## src/rtl/adder_sched_pkg.sv

```systemverilog
// adder_sched_pkg: shared state encoding and width helper for the round-robin adder scheduler
package adder_sched_pkg;

    typedef enum logic [1:0] {
        S_IDLE = 2'd0,
        S_CALC = 2'd1,
        S_RESP = 2'd2
    } state_t;

    function automatic int clog2(input int n);
        int r;
        r = 0;
        while ((1 << r) < n) r++;
        return r;
    endfunction

endpackage

```

## src/rtl/rr_arbiter.sv

```systemverilog
// rr_arbiter: combinational round-robin pick; search starts one past the last-granted index
module rr_arbiter
    import adder_sched_pkg::*;
#(
    parameter int NREQ = 4,
    parameter int IDW  = clog2(NREQ)
) (
    input  logic [NREQ-1:0] i_req,
    input  logic [IDW-1:0]  i_ptr,
    output logic [NREQ-1:0] o_grant,
    output logic [IDW-1:0]  o_idx
);

    logic w_found;

    // first requester after the pointer wins, wrapping modulo NREQ
    always_comb begin
        o_grant = '0;
        o_idx   = '0;
        w_found = 1'b0;
        for (int k = 1; k <= NREQ; k++) begin
            logic [IDW-1:0] j;
            j = IDW'((int'(i_ptr) + k) % NREQ);
            if (!w_found && i_req[j]) begin
                w_found    = 1'b1;
                o_grant[j] = 1'b1;
                o_idx      = j;
            end
        end
    end

endmodule

```

## src/rtl/adder8_rr_sched.sv

```systemverilog
// adder8_rr_sched: round-robin scheduler for one shared adder; ADDER_SCHED_OVF_EN enables carry-out flag
module adder8_rr_sched
    import adder_sched_pkg::*;
#(
    parameter int NREQ = 4,
    parameter int W    = 8,
    parameter int IDW  = clog2(NREQ)
) (
    input  logic            i_clk,
    input  logic            i_rst_n,
    input  logic [NREQ-1:0] i_req_valid,
    input  logic [NREQ*W-1:0] i_req_a,
    input  logic [NREQ*W-1:0] i_req_b,
    output logic [NREQ-1:0] o_req_ready,
    output logic [W-1:0]    o_add_a,
    output logic [W-1:0]    o_add_b,
    input  logic [W-1:0]    i_add_o,
    output logic            o_rsp_valid,
    input  logic            i_rsp_ready,
    output logic [IDW-1:0]  o_rsp_id,
    output logic [W-1:0]    o_rsp_o,
    output logic            o_rsp_ovf
);

    state_t          r_state, w_next;
    logic [IDW-1:0]  r_ptr, r_id, r_rsp_id, w_idx;
    logic [W-1:0]    r_a, r_b, r_sum;
    logic            r_valid;
    logic [NREQ-1:0] w_grant;
    logic            w_acc;

    rr_arbiter #(.NREQ(NREQ), .IDW(IDW)) u_arb (
        .i_req   (i_req_valid),
        .i_ptr   (r_ptr),
        .o_grant (w_grant),
        .o_idx   (w_idx)
    );

    assign w_acc       = (r_state == S_IDLE) && |w_grant;
    assign o_req_ready = (r_state == S_IDLE && i_rst_n) ? w_grant : '0;
    assign o_add_a     = r_a;
    assign o_add_b     = r_b;
    assign o_rsp_valid = r_valid;
    assign o_rsp_id    = r_rsp_id;
    assign o_rsp_o     = r_sum;

    // next state: accept in IDLE, one cycle of CALC, hold RESP until consumed
    always_comb begin
        w_next = r_state;
        case (r_state)
            S_IDLE:  w_next = w_acc ? S_CALC : S_IDLE;
            S_CALC:  w_next = S_RESP;
            S_RESP:  w_next = i_rsp_ready ? S_IDLE : S_RESP;
            default: w_next = S_IDLE;
        endcase
    end

    // state register
    always_ff @(posedge i_clk or negedge i_rst_n) begin
        if (!i_rst_n) r_state <= S_IDLE;
        else          r_state <= w_next;
    end

    // operand capture, result capture and response retirement
    always_ff @(posedge i_clk or negedge i_rst_n) begin
        if (!i_rst_n) begin
            r_ptr    <= IDW'(NREQ - 1);
            r_id     <= '0;
            r_rsp_id <= '0;
            r_a      <= '0;
            r_b      <= '0;
            r_sum    <= '0;
            r_valid  <= 1'b0;
        end else begin
            if (w_acc) begin
                r_a   <= i_req_a[w_idx*W +: W];
                r_b   <= i_req_b[w_idx*W +: W];
                r_id  <= w_idx;
                r_ptr <= w_idx;
            end
            if (r_state == S_CALC) begin
                r_sum    <= i_add_o;
                r_rsp_id <= r_id;
                r_valid  <= 1'b1;
            end
            if (r_state == S_RESP && i_rsp_ready) r_valid <= 1'b0;
        end
    end

`ifdef ADDER_SCHED_OVF_EN
    logic r_ovf;

    // a wrapped unsigned sum is smaller than either operand
    always_ff @(posedge i_clk or negedge i_rst_n) begin
        if (!i_rst_n)                r_ovf <= 1'b0;
        else if (r_state == S_CALC)  r_ovf <= i_add_o < r_a;
    end

    assign o_rsp_ovf = r_ovf;
`else
    assign o_rsp_ovf = 1'b0;
`endif

endmodule
```

## config.mk

```make
export PLATFORM = sky130hd
export DESIGN_NAME = adder8_rr_sched
export DESIGN_NICKNAME = d
export VERILOG_FILES = /design/src/rtl/adder_sched_pkg.sv /design/src/rtl/rr_arbiter.sv /design/src/rtl/adder8_rr_sched.sv
export SDC_FILE = /design/constraint.sdc
export NUM_CORES = 1
export LEC_CHECK = 0
export ABC_AREA = 1
export CAP_MARGIN = 20
export CORE_ASPECT_RATIO = 1.4
export CORE_MARGIN = 2
export CORE_UTILIZATION = 47
export CTS_CLUSTER_SIZE = 10
export DETAILED_ROUTE_END_ITERATION = 10
export PLACE_DENSITY = 0.95
export SLEW_MARGIN = 20
export SYNTH_ARGS = -nofsm -noshare
export SYNTH_HDL_FRONTEND = slang
export SYNTH_SLANG_ARGS = --single-unit
export TNS_END_PERCENT = 100
```

## constraint.sdc

```tcl
create_clock -name i_clk -period 3.95 [get_ports i_clk]
set_clock_uncertainty 0.2 [all_clocks]
set_input_delay 0.79 -clock i_clk [delete_from_list [all_inputs] [get_ports i_clk]]
set_output_delay 0.79 -clock i_clk [all_outputs]
set_load 0.05 [all_outputs]
```

---- Yosys cells after proc, flatten, opt, wreduce, memory -nomap -nowiden ----
Cells that the tools add are included.
Widths: inputs -> output; s select.
storage, ports and cells
  logic and storage cells ................. 76
  bits in registers ....................... 33
cells by class
  multiplexer cells ....................... 33
  shifts and indexed selects .............. 2
  reduce and logical (&&, ||, !) cells .... 16
  eq/ne operators ......................... 2
  $lt $le $gt $ge ......................... 8
  $add $sub $neg .......................... 4
  bitwise gates (word level) .............. 3
operators with widths
  kind                 number
  $shiftx 32x6->8      2
  $mux 4               5
  $mux 1               14
  $lt 2x3->1 const B   4
  $or 4x4->4           3
  $logic_and 1x1->1    10
  $mux 2               5
  $bmux 1 s2           4
  $demux 1 s2          4
  $ge 2x1->1 const B   4
  $pmux 2 s3           1
  $add 2x1->2 const B  2
  $add 2x2->2 const B  2
  $reduce_or 4->1      1
  $logic_not 1->1      3
  $eq 2x1->1 const B   1
  $eq 2x2->1 const B   1
  $logic_not 2->1      1
  $reduce_bool 2->1    1

---- Longest topological paths before layout ----
  depth in word-level cells ............... 17
  mapped depth ............................ 18
  gate-level depth less buffers ........... 16

---- Modules after synthesis ----
A second synthesis with hierarchy kept.
unflattened totals
  cell total of the unflattened synthesis .. 415
  area, all modules ....................... 2561.2 sq um
by module, submodules not included
  module           times used  cells an instance  area an instance (sq um)  sequential area each (sq um)
  adder8_rr_sched  1           340                2087.0                    828.3
  rr_arbiter       1           75                 474.2                     0.0

---- Least setup slack after synthesis ----
OpenSTA, ideal clock, no wires.
  path kind ............................... register to output
  start point ............................. register r_ptr[1]
  end point ............................... output port o_req_ready[0]
  arrival ................................. 2173 ps
  cell stages (with the launch flop) ...... 11
  required time ........................... 2960 ps
  path slack .............................. 787 ps
  cells stage by stage .................... dfstp_2 > inv_1 > ha_1 > inv_1 > nand3_4 > nand2_4 > nor2_8 > nand4_1 > nand3_1 > nand3_1 > inv_1
between the ends
  longest elaborated chain between the ends .. 14
  elaborated cells between the ends (all ways) .. 49
RTL lines
  element                                              line                   text
  start, declared                                      adder8_rr_sched.sv:26  logic [IDW-1:0] r_ptr, r_id, r_rsp_id, w_idx;
  start signal, assigned                               adder8_rr_sched.sv:67  r_ptr <= IDW'(NREQ - 1);
  start signal, assigned                               adder8_rr_sched.sv:79  r_ptr <= w_idx;
  branches (longest 12 deep; another with $lt 2x3->1)  --
  $mux 4 *                                             rr_arbiter.sv:24       if (!w_found && i_req[j]) begin
  $mux 4 *                                             adder8_rr_sched.sv:40  assign o_req_ready = (r_state == S_IDLE && i_rst_n) ? w_grant : '0;
  end, declared                                        adder8_rr_sched.sv:14  output logic [NREQ-1:0] o_req_ready,
Every way passes the cells marked *. The select of a mux whose other input is x is not followed.

---- Worst setup path after layout ----
  start point ............................. register r_ptr[0]
  end point ............................... output port o_req_ready[3]
The elaborated chain is that of the path after synthesis.

==> impl_metrics.csv <==
group,metric,value,unit
cts,hold_buffers,0,
timing,fmax,272,MHz
global_route,grt_remaining_overflow,0,
global_route,track_usage,0.242,
route,firstDrtPassIters,4,
setup_path,crit_arrival,2690,ps
die,start_util,0.483,
global_route,grt_pass1_vias,2817,
timing,slew_viol_final,0,
final_layout,layout.cells.non_filler,561,
cts,cts-htree-levels,2,
job,cap_violations,0,
synthesis,synth_area_leaders,"dfrtp_1, nand2_1, nand3_1",
synthesis,yosys_warnings,0,
synthesis,synth_top_area_frac,0.293,
synthesis,synth.distinct_cells,31,
synthesis,syn_area,2650,um2
final_layout,drive_gt1_frac,0.0974,
timing,setup_viol_count_final,0,
route,route.vias.total,2810,
synthesis,synth_flop_cell,"dfrtp_1",
setup_path,ff2ff_setup_slack,650,ps
die,die_area,6270,um2
setup_path,r2r-end,"o_add_a[7]",
synthesis,yosys.area.top_type,"dfrtp_1",
setup_path,required,2960,ps
synthesis,syn-num-nets,479,
cts,clk_pin_slew_worst_paths,70,ps
timing,tightest_slew,689,ps
setup_path,cp-startpoint,"r_ptr[0]",
placed_design,placed_cells,553,
setup_path,end_kind,"output port",
cts,clockBufferDepth,2,
setup_path,worstPathMaxFanout,12,
global_route,antenna_found_initial,0,
route,wl_per_cell,12.6,um
die,die_y,92.9,um
cts,numCtsBuffers,5,
die,die_w,67.5,um
placed_design,dpl_cell_area,3750,um2
setup_path,timing_worst_setup_path_type,"reg -> out",
placed_design,io_buffers,109,
worst_hold_path,min_path_type,"reg -> reg",
timing,setup_tns,0,ps
route,via_per_inst,5.01,
global_route,grt_first_pass_wirelength,11900,um
timing,rsz0062_at_grt,"no",
die,row_count,32,
cts,cts_setup_buffers,0,
global_route,grt_max_degree,34,
synthesis,ys_ff_latch,33,
synthesis,seq_area_frac_synth,0.312,
die,core-area,5490,um2
cts,clk_latency,280,ps
route,postRouteAntennaNets,0,
cts,cts_sinks,33,
synthesis,synth-edff-count,0,
final_layout,final_area,3890,um2
synthesis,avgSynthCellArea,6.76,um2
placed_design,gp_congestion,0.910,
timing,relSlewSlack,0.539,
cts,cts-root-buf,"clkbuf_8",
setup_path,start_kind,"register",
final_layout,diodes,0,
setup_path,rr_worst_depth,14,
route,drt-total-wl,7090,um
synthesis,synth_cells,392,
cts,cts_tree,"yes",
setup_path,r2r-start,"r_ptr[0]",
status,status,"complete, no violations",
final_layout,fin_nets,579,
timing,layout_min_cycle_time,3680,ps
die,io_pins,111,
timing,fin_crit_sh,0.932,
final_layout,areaGrowthSynthToFinish,46.6,%
synthesis,async_flop_share,1.00,
route,drc,0,
timing,hold_viol_final,0,
placed_design,hpwlAfterDp,5630,um
cts,cts_resized,0,
setup_path,endpoint,"o_req_ready[3]",
route,dr.first_iter.drc_count,113,
==> sequential cells by signal (all words and copies together), names as in the netlist <==
signal and flops:
o_add_a 8, o_add_b 8, o_rsp_o 8, o_rsp_id 2, r_id 2, r_ptr 2, r_state 2, o_rsp_valid 1
==> how the worst min path moves through the flow <==
| stage | from | to | slack [ps] | cells after the start |
|---|---|---|---|---|
| floorplan | r_id[0] | r_id[0] | 250 | 2 |
| global placement | o_rsp_o[4] | o_rsp_o[4] | 260 | 2 |
| detailed placement | o_rsp_id[1] | o_rsp_id[1] | 260 | 2 |
| CTS | o_rsp_id[1] | o_rsp_id[1] | 270 | 2 |
| global route | o_rsp_o[3] | o_rsp_o[3] | 300 | 2 |
| finish | o_rsp_id[1] | o_rsp_id[1] | 270 | 2 |
==> through the flow <==
stage | worst slack, ps | util | hold slack (ps)
final | 269 | 0.709 | 271
after global routing | 75.4 | 0.709 | 299
after CTS | 275 | 0.709 | 274
after detailed placement | 548 | 0.684 | 257
after floorplan | 787 | - | 249
after global placement | 619 | 0.684 | 256
==> layout by cell type, fill, tap and decap left out, types with 2 or more instances in the layout <==
master	instances
bufinv_16	2
nand2_4	5
dfstp_2	2
a21boi_0	2
nor2_2	3
buf_4	2
o21ai_0	2
clkdlybuf4s50_1	105
clkbuf_8	5
nand2_2	8
nor2_4	2
a21boi_1	2
inv_1	31
nand2_1	196
nor2_1	2
nand3_2	4
nand3_4	4
nand3b_1	16
nand3_1	42
inv_4	2
dfrtp_1	31
nand4_1	4
buf_12	4
ha_1	8
==> cell usage after synthesis (3+ instances only) <==
library cell / instances
nand2_2: 8
dfrtp_1: 31
inv_1: 31
ha_1: 8
nand3_1: 42
nand2_1: 196
nand3b_1: 16
clkbuf_1: 3
nor2_2: 3
buf_2: 4
nand4_1: 4
nand3_4: 4
buf_4: 7
nand2_4: 5
buf_6: 4
nand3_2: 4
==> routing by layer <==
metal,global-route usage,vias up,wire [um]
li1,-,1413,-
met1,0.264,1269,2660
met2,0.440,104,3810
met3,0.0401,24,328
met4,0.109,0,286
met5,0,-,0
==> area by class of cell <==
cell class / count / area, um2
Inverter: 34 / 133
Sequential cell: 33 / 828
Timing Repair Buffer: 111 / 1150
Fill cell: 438 / 1600
Clock buffer: 5 / 68.8
Tap cell: 68 / 85.1
Multi-Input combinational cell: 307 / 1560
Clock inverter: 3 / 65.1
==> critical path, stage by stage (launching register included) <==
cell and delay, ps:
dfstp_2 710, inv_4 120, ha_1 420, inv_1 150, nand3_4 130, nand2_4 150, nor2_4 60, a21oi_1 230
nand3_2 130, nand3_1 80, inv_1 70, buf_12 140
==> logic make-up (layout without fill, tap and decap cells) <==
group                    Yosys count  in the layout  synth area share
other                              1              1           0.00141
AO/OA/AOI/OAI                     11             11            0.0307
flip-flops                        33             33             0.312
buffers and inverters             52            153            0.0986
adder cells (fa/ha/maj)            8              8            0.0378
AND/OR/NAND/NOR                  287            287             0.519
Power is not shown: default switching activity piles up to over one toggle a cycle in this logic, so the estimate is an artifact.
